### config.mk
export PLATFORM = sky130hd
export DESIGN_NAME = servo_array_ctrl
export DESIGN_NICKNAME = d
export VERILOG_FILES = /design/src/rtl/servo_array_ctrl.sv
export SDC_FILE = /design/constraint.sdc
export NUM_CORES = 1
export LEC_CHECK = 0
export ABC_AREA = 1
export ABC_CLOCK_PERIOD_IN_PS = 8100
export BUFFER_PORTS_ARGS = -buffer_cell sky130_fd_sc_hd__buf_2
export CAP_MARGIN = 20
export CORE_ASPECT_RATIO = 0.5
export CORE_MARGIN = 10
export CORE_UTILIZATION = 30
export DETAILED_ROUTE_END_ITERATION = 6
export PLACE_DENSITY = 0.45
export SYNTH_ARGS = -nofsm -noshare
export SYNTH_HDL_FRONTEND = slang
export SYNTH_SLANG_ARGS = --single-unit
### constraint.sdc
create_clock -name clk25mhz -period 8.1 [get_ports clk25mhz]
set_clock_uncertainty 0.15 [all_clocks]
set_input_delay 0.405 -clock clk25mhz [delete_from_list [all_inputs] [get_ports clk25mhz]]
set_output_delay 0.405 -clock clk25mhz [all_outputs]
set_load 0.1 [all_outputs]
### src/rtl/servo_array_ctrl.sv
// Multi-channel hobby-servo PWM controller with per-channel slew,
// timed dwell and a shared 1024-tick frame timebase.
// Ports:
//   clk25mhz, reset (async, active-low)
//   cmd_valid/cmd_ready, cmd_ch, cmd_mode, cmd_pos : command handshake
//   servoSignal[NUM_CH], busy[NUM_CH]              : per-channel outputs
//   frame_start                                    : pulse at frame wrap
module servo_array_ctrl #(
  parameter int NUM_CH      = 2,
  parameter int CH_W        = 1,
  parameter int TICK_DIV    = 488,
  parameter int POS_MIN     = 51,
  parameter int POS_MAX     = 92,
  parameter int POS_CENTER  = 77,
  parameter int STEP        = 1,
  parameter int HOLD_FRAMES = 50
) (
  input  logic              clk25mhz,
  input  logic              reset,
  input  logic              cmd_valid,
  output logic              cmd_ready,
  input  logic [CH_W-1:0]   cmd_ch,
  input  logic [1:0]        cmd_mode,
  input  logic [9:0]        cmd_pos,
  output logic [NUM_CH-1:0] servoSignal,
  output logic [NUM_CH-1:0] busy,
  output logic              frame_start
);

  localparam int PW = (TICK_DIV > 1) ? $clog2(TICK_DIV) : 1;
  localparam int DW = (HOLD_FRAMES > 0) ? $clog2(HOLD_FRAMES + 1) : 1;
  localparam logic [9:0] CENTER = 10'(POS_CENTER);

  typedef enum logic [1:0] {
    S_OFF,
    S_SLEW,
    S_HOLD,
    S_DWELL
  } ch_st_e;

  logic [PW-1:0] presc_q, presc_d;
  logic [9:0]    frame_q, frame_d;
  logic          run_q;
  logic          tick;
  logic          cmd_fire;
  logic [9:0]    cpos;

  assign tick = (presc_q == PW'(TICK_DIV - 1));
  assign presc_d = tick ? '0 : presc_q + PW'(1);
  assign frame_d = tick ? frame_q + 10'd1 : frame_q;
  assign frame_start = tick && (frame_q == 10'h3FF);

  // Blocking commands on frame_start keeps command writes and
  // frame-boundary position updates mutually exclusive.
  assign cmd_ready = run_q && !frame_start;
  assign cmd_fire = cmd_valid && cmd_ready;

  always_comb begin
    cpos = cmd_pos;
    unique case (1'b1)
      (cmd_pos < 10'(POS_MIN)): cpos = 10'(POS_MIN);
      (cmd_pos > 10'(POS_MAX)): cpos = 10'(POS_MAX);
      default: ;
    endcase
  end

  always_ff @(posedge clk25mhz or negedge reset) begin
    if (!reset) begin
      presc_q <= '0;
      frame_q <= '0;
      run_q   <= 1'b0;
    end else begin
      presc_q <= presc_d;
      frame_q <= frame_d;
      run_q   <= 1'b1;
    end
  end

  for (genvar i = 0; i < NUM_CH; i++) begin : g_ch
    ch_st_e        st_q, st_d;
    logic [9:0]    pos_q, pos_d;
    logic [9:0]    tgt_q, tgt_d;
    logic [9:0]    gap;
    logic          timed_q, timed_d;
    logic [DW-1:0] dwl_q, dwl_d;
    logic          sig_q, busy_q;
    logic          hit;

    assign hit = cmd_fire && (cmd_ch == CH_W'(i));

    always_comb begin
      st_d    = st_q;
      pos_d   = pos_q;
      tgt_d   = tgt_q;
      timed_d = timed_q;
      dwl_d   = dwl_q;
      gap = (pos_q < tgt_q) ? tgt_q - pos_q
                            : pos_q - tgt_q;
      if (gap > 10'(STEP)) gap = 10'(STEP);
      if (hit) begin
        dwl_d = '0;
        unique case (cmd_mode)
          2'b00: begin
            tgt_d   = cpos;
            timed_d = 1'b0;
            st_d    = S_SLEW;
          end
          2'b01: begin
            tgt_d   = cpos;
            timed_d = 1'b1;
            st_d    = S_SLEW;
          end
          2'b10: begin
            tgt_d   = CENTER;
            timed_d = 1'b0;
            st_d    = S_SLEW;
          end
          default: st_d = S_OFF;
        endcase
      end else if (frame_start) begin
        unique case (st_q)
          S_SLEW: begin
            pos_d = (pos_q < tgt_q) ? pos_q + gap
                                    : pos_q - gap;
            if (pos_d == tgt_q) begin
              if (timed_q) begin
                st_d  = S_DWELL;
                dwl_d = DW'(HOLD_FRAMES);
              end else begin
                st_d = S_HOLD;
              end
            end
          end
          S_DWELL: begin
            if (dwl_q <= DW'(1)) begin
              dwl_d   = '0;
              tgt_d   = CENTER;
              timed_d = 1'b0;
              st_d    = S_SLEW;
            end else begin
              dwl_d = dwl_q - DW'(1);
            end
          end
          default: ;
        endcase
      end
    end

    // Output is built from next-state values so the registered pulse
    // lines up exactly with frame_q and reacts on the following cycle.
    always_ff @(posedge clk25mhz or negedge reset) begin
      if (!reset) begin
        st_q    <= S_OFF;
        pos_q   <= CENTER;
        tgt_q   <= CENTER;
        timed_q <= 1'b0;
        dwl_q   <= '0;
        sig_q   <= 1'b0;
        busy_q  <= 1'b0;
      end else begin
        st_q    <= st_d;
        pos_q   <= pos_d;
        tgt_q   <= tgt_d;
        timed_q <= timed_d;
        dwl_q   <= dwl_d;
        sig_q   <= (st_d != S_OFF) && (frame_d < pos_d);
        busy_q  <= (st_d == S_SLEW) || (st_d == S_DWELL);
      end
    end

    assign servoSignal[i] = sig_q;
    assign busy[i] = busy_q;
  end

endmodule

After elaboration in Yosys (flattened, before gate mapping) --
Index checks and enable logic that the tools add are counted.
Storage, ports and cells: flip-flop bits (word level) 82, output and inout port bits 6, word-level logic and storage cells 150
Cells by class: add/subtract/negate cells 12, $lt $le $gt $ge 10, eq/ne operators 22, muxes and demuxes 58, bitwise gates (word level) 1, reduce and logical (&&, ||, !) cells 30
Operator list (number):
- $mux W10 | 21
- $mux W6 | 10
- $sub A10 B10 Y10 | 6
- $lt A10 B10 Y1 | 4
- $pmux W10 S2 | 2
- $pmux W6 S2 | 2
- $reduce_and A4 Y1 | 6
- $add A10 B10 Y10 | 2
- $eq A10 B10 Y1 | 2
- $gt A10 B1 Y1 const B | 2
- $mux W2 | 8
- $reduce_bool A2 Y1 | 8
- $le A6 B1 Y1 const B | 2
- $ne A3 B2 Y1 const B | 4
- $ne A3 B3 Y1 const B | 4
- $sub A6 B1 Y6 const B | 2
- $mux W1 | 11
- $add A10 B1 Y10 const B | 1
- $eq A10 B10 Y1 const B | 1
- $eq A2 B1 Y1 const B | 5
- $eq A2 B2 Y1 const B | 5
- $gt A10 B7 Y1 const B | 1
- $lt A10 B6 Y1 const B | 1
- $add A9 B1 Y9 const B | 1
- other kinds (12) | 22

Logic depth before layout (Yosys ltp) --
depth in word-level cells 13, gate-level depth with buffers 40, mapped depth without buffers 39

Worst setup path after synthesis --
No wires, ideal clock.
path kind reg2reg, start point register g_ch[0].pos_q[0], end point register g_ch[0].sig_q, arrival time 4.942 ns, required time 7.879 ns, setup slack 2.937 ns, stages on the path, launching flop included 34, path buffers 1, clock period less this slack 5.163 ns, cells stage by stage dfstp_2 -> inv_1 -> ha_1 -> fa_1 -> inv_1 -> nand4_2 -> nand3_4 -> inv_2 -> buf_6 -> o211a_1 -> nand3_4 -> inv_1 -> ha_1 -> or2_2 -> ha_1 -> a21oi_1 -> nand2_1 -> nand2_1 -> nand3_1 -> nand2_1 -> nand2_1 -> a21oi_1 -> nand2b_1 -> nand2_1 -> inv_1 -> nand3_2 -> nand3_1 -> o21ai_0 -> ha_1 -> nand2_1 -> nor2_1 -> a2111oi_0 -> nand2_1 -> nor2_1
On the way: longest elaborated chain between the ends 13, elaborated cells between the ends (all ways) 20
RTL lines:
- start: declaration | line 81 | logic [9:0] pos_q, pos_d;
- start signal: assignment | line 162 | pos_q <= pos_d;
- parallel branches: the longest is 12 deep, another holds $sub A10 B10 Y10
- $logic_and A1 B1 Y1 (*) | line 166 | sig_q <= (st_d != S_OFF) && (frame_d < pos_d);
- end signal: assignment | line 166
- end: declaration | line 86 | logic sig_q, busy_q;
Mark *: on every way between the ends. A chain may end at the register's enable or synchronous reset.

Final worst setup path --
start point register g_ch[1].pos_q[0], end point register g_ch[1].sig_q
On the way: longest elaborated chain between the ends 13, elaborated cells between the ends (all ways) 20
RTL lines (line):
- start: declaration | 81
- start signal: assignment | 162
- parallel branches: the longest is 12 deep, another holds $sub A10 B10 Y10
- $logic_and A1 B1 Y1 (*) | 166
- end signal: assignment | 166
- end: declaration | 86
Marked as above.

==> impl_metrics.env <==
export IMPL_status="completed"
export IMPL_drive_above_1_share=0.118
export IMPL_critPathBufInv=5
export IMPL_yosys_area_top_type="dfrtp_1"
export IMPL_power_density_nw_per_um2=134
export IMPL_synth_area_leaders="dfrtp_1, nand2_1, ha_1"
export IMPL_rows=42
export IMPL_switchingPower_mw=0.394
export IMPL_globalRoute_totalOverflow=0
export IMPL_antenna_found_initial=0
export IMPL_syn_instance_count=1151
export IMPL_clk_latency_ns=0.34
export IMPL_synth_area_um2=7960
export IMPL_ys_async_sr_fraction=1.00
export IMPL_yosys_warnings=0
export IMPL_routed_via_count=6863
export IMPL_crit_path_max_fanout=15
export IMPL_cpMaxStageDelayCell="dfstp_2"
export IMPL_place_congestion=0.838
export IMPL_viasPerCell=4.50
export IMPL_drc=0
export IMPL_cts_root_buf="clkbuf_16"
export IMPL_tightestPinTransition_ns=0.751
export IMPL_die_w_um=250
export IMPL_start_util=0.303
export IMPL_min_path_type="input port to flip-flop"
export IMPL_io_buffers=21
export IMPL_synth_edf_count=0
export IMPL_crit_type="flip-flop to flip-flop"
export IMPL_clk_path_buf_depth=2
export IMPL_drtIter0Drc=339
export IMPL_dieHeight_um=135
export IMPL_max_slew_margin=0.500
export IMPL_cts_tree="done"
export IMPL_grt_pass1_vias=6759
export IMPL_p_leak_nw=4.64
export IMPL_vdd_drop_max_mv=0.0940
export IMPL_ctsHtreeMaxLevel=3
export IMPL_timing_final_crit_share=0.763
export IMPL_coreArea_um2=26300
export IMPL_pwr_share_comb=0.274
export IMPL_firstDrtPassIters=5
export IMPL_synth_avg_cell_area_um2=6.91
export IMPL_utilization=0.330
export IMPL_arrival_ns=6.26
export IMPL_setup_viol_count_final=0
export IMPL_synth_seq_cells=80
export IMPL_diodes=0
export IMPL_clkSinkCount=80
export IMPL_seqPwrFrac=0.395
export IMPL_max_cap_violations=0
export IMPL_layout_common_cells="nand2_1, inv_1, ha_1, nor2_1, dfrtp_1"
export IMPL_final_common_cell="nand2_1"
export IMPL_wl_per_cell_um=13.5
export IMPL_dieArea_um2=33800
export IMPL_clock_power_share=0.331
export IMPL_grt_pass1_wl_um=34200
export IMPL_grt_usage=0.123
export IMPL_synth_seq_area_share=0.254
export IMPL_ant_nets=0
export IMPL_area_delta_synth_final_pct=8.82
export IMPL_hold_viol=0
export IMPL_cp_start_kind="flip-flop"
export IMPL_worstPathRequired_ns=8.18
export IMPL_rsz0062_at_grt="false"
export IMPL_fin_tns_setup_ns=0
export IMPL_end_kind="flip-flop"
export IMPL_switching_share=0.340
export IMPL_clk_pin_slew_ns=0.06
export IMPL_io_pins=22
export IMPL_synth_top_area_frac=0.201
export IMPL_internal_power_mw=0.764
export IMPL_max_stage_delay_ns=0.54
export IMPL_place_hpwl_um=17000
export IMPL_drt_total_wl_um=20700
export IMPL_ys_types=52
export IMPL_cts_buffers=9
export IMPL_drv_slew=0
export IMPL_synth_ff_type="dfrtp_1"
export IMPL_crit_path_frequent_cell="nand2_1"
export IMPL_max_freq_mhz=162
export IMPL_min_period_ns=6.18
export IMPL_grt_max_degree=58
export IMPL_cp_top_family="simple AND/OR/NAND/NOR gates"
export IMPL_nets=1272
-- metal layers --
| layer | GRT usage | routed length (um) |
|---|---|---|
| met1 | 0.157 | 10400 |
| met3 | 0.0155 | 329 |
| met5 | 0 | 0 |
| met2 | 0.218 | 9760 |
| met4 | 0.0270 | 193 |
-- synthesized netlist by cell type, types with 2 or more instances --
library cell	number
xnor2_1	15
nor2_2	7
nand3_4	3
fa_1	6
ha_1	82
nand3_2	5
nor4_1	2
nand2_2	28
nand2_4	2
xor2_1	34
buf_4	6
o21ai_2	8
dfstp_2	16
or2_2	13
inv_1	201
o22ai_1	8
nand3b_1	3
o2111ai_1	2
buf_6	7
nor3b_1	2
nor2_4	4
nor2_1	78
a22oi_1	8
o211a_1	2
nand4_1	20
nand2_1	313
nor3_1	19
o211ai_1	6
buf_2	8
a21oi_2	3
o21ai_0	37
o21ai_1	6
o21bai_1	2
nand3_1	49
a21oi_1	58
o21a_1	3
dfrtp_1	64
inv_2	7
-- metrics by stage --
stage               instances  area, um^2  hold WS (ns)  total power [mW]  setup slack, ns
floorplan                1153        7960       -0.0406             0.705             2.94
global placement         1508        8370         0.196             0.781             1.89
detailed placement       1508        8370         0.193             0.781             1.87
CTS                      1525        8660         0.246              1.18             1.85
global route             1525        8660         0.279              1.24             1.32
finish                   1525        8660         0.261              1.16             1.92
-- power by group through the flow --
| stage | logic (mW) | registers [mW] | clock network, mW |
|---|---|---|---|
| after CTS | 0.320 | 0.457 | 0.400 |
| after detailed placement | 0.318 | 0.463 | 0 |
| final | 0.317 | 0.457 | 0.384 |
| after floorplan | 0.252 | 0.454 | 0 |
| after global placement | 0.317 | 0.464 | 0 |
| after global routing | 0.361 | 0.461 | 0.415 |
-- worst register-to-register path: cells and delay by family, from the launching register on --
| family | cells | cell delay [ns] |
|---|---|---|
| AND/OR/NAND/NOR | 25 | 2.86 |
| adder cells (fa/ha/maj) | 5 | 1.62 |
| AO/OA/AOI/OAI | 4 | 0.58 |
| flip-flops | 1 | 0.54 |
| buffers and inverters | 5 | 0.33 |
-- state kept, by name (all words and copies together) (netlist names) --
register,flops
g_ch.st_q,2
g_ch.timed_q,2
g_ch.dwl_q,12
g_ch.busy_q,2
run_q,1
g_ch.pos_q,20
presc_q,9
g_ch.sig_q,2
frame_q,10
g_ch.tgt_q,20
-- area by class of cell --
class	instances	area, um^2
Inverter	209	786
Clock buffer	14	264
Multi-Input combinational cell	843	4990
Fill cell	2849	17600
Sequential cell	80	2020
Clock inverter	2	13.8
Tap cell	352	440
Timing Repair Buffer	25	140
-- path summary, 6_finish.rpt --
check,from,endpoint,slack [ns],depth (start not counted)
min reg2reg,presc_q[0]$_DFF_PN0_,presc_q[0]$_DFF_PN0_,0.32,1
max,g_ch[1].pos_q[0]$_DFF_PN1_,g_ch[1].sig_q$_DFF_PN0_,1.92,39
min in group asynchronous,reset,g_ch[0].dwl_q[0]$_DFFE_PN0P_,0.36,2
min,cmd_mode[0],g_ch[1].timed_q$_DFFE_PN0P_,0.26,3
max in group asynchronous,reset,g_ch[1].pos_q[4]$_DFF_PN0_,6.36,3
max reg2reg,g_ch[1].pos_q[0]$_DFF_PN1_,g_ch[1].sig_q$_DFF_PN0_,1.92,39
-- what timing repair did --
action | in CTS | in global routing
endpoints found under the hold margin | 15 | 0
resized for setup | 0 | 0
hold buffers | 1 | 0
endpoints found under the setup margin | 0 | 0
buffers inserted | 0 | 0
-- cell families (layout without fill, tap and decap cells) --
kind of cell,count (synthesis),count (layout),share of synthesized area
xor+xnor,49,49,0.0539
other cells,1,3,0.000471
flops,80,80,0.254
fa+ha+maj,88,88,0.144
compound gates,150,150,0.111
simple gates,553,553,0.317
buf+inv,230,250,0.119
(Power assumes the default switching activity.)
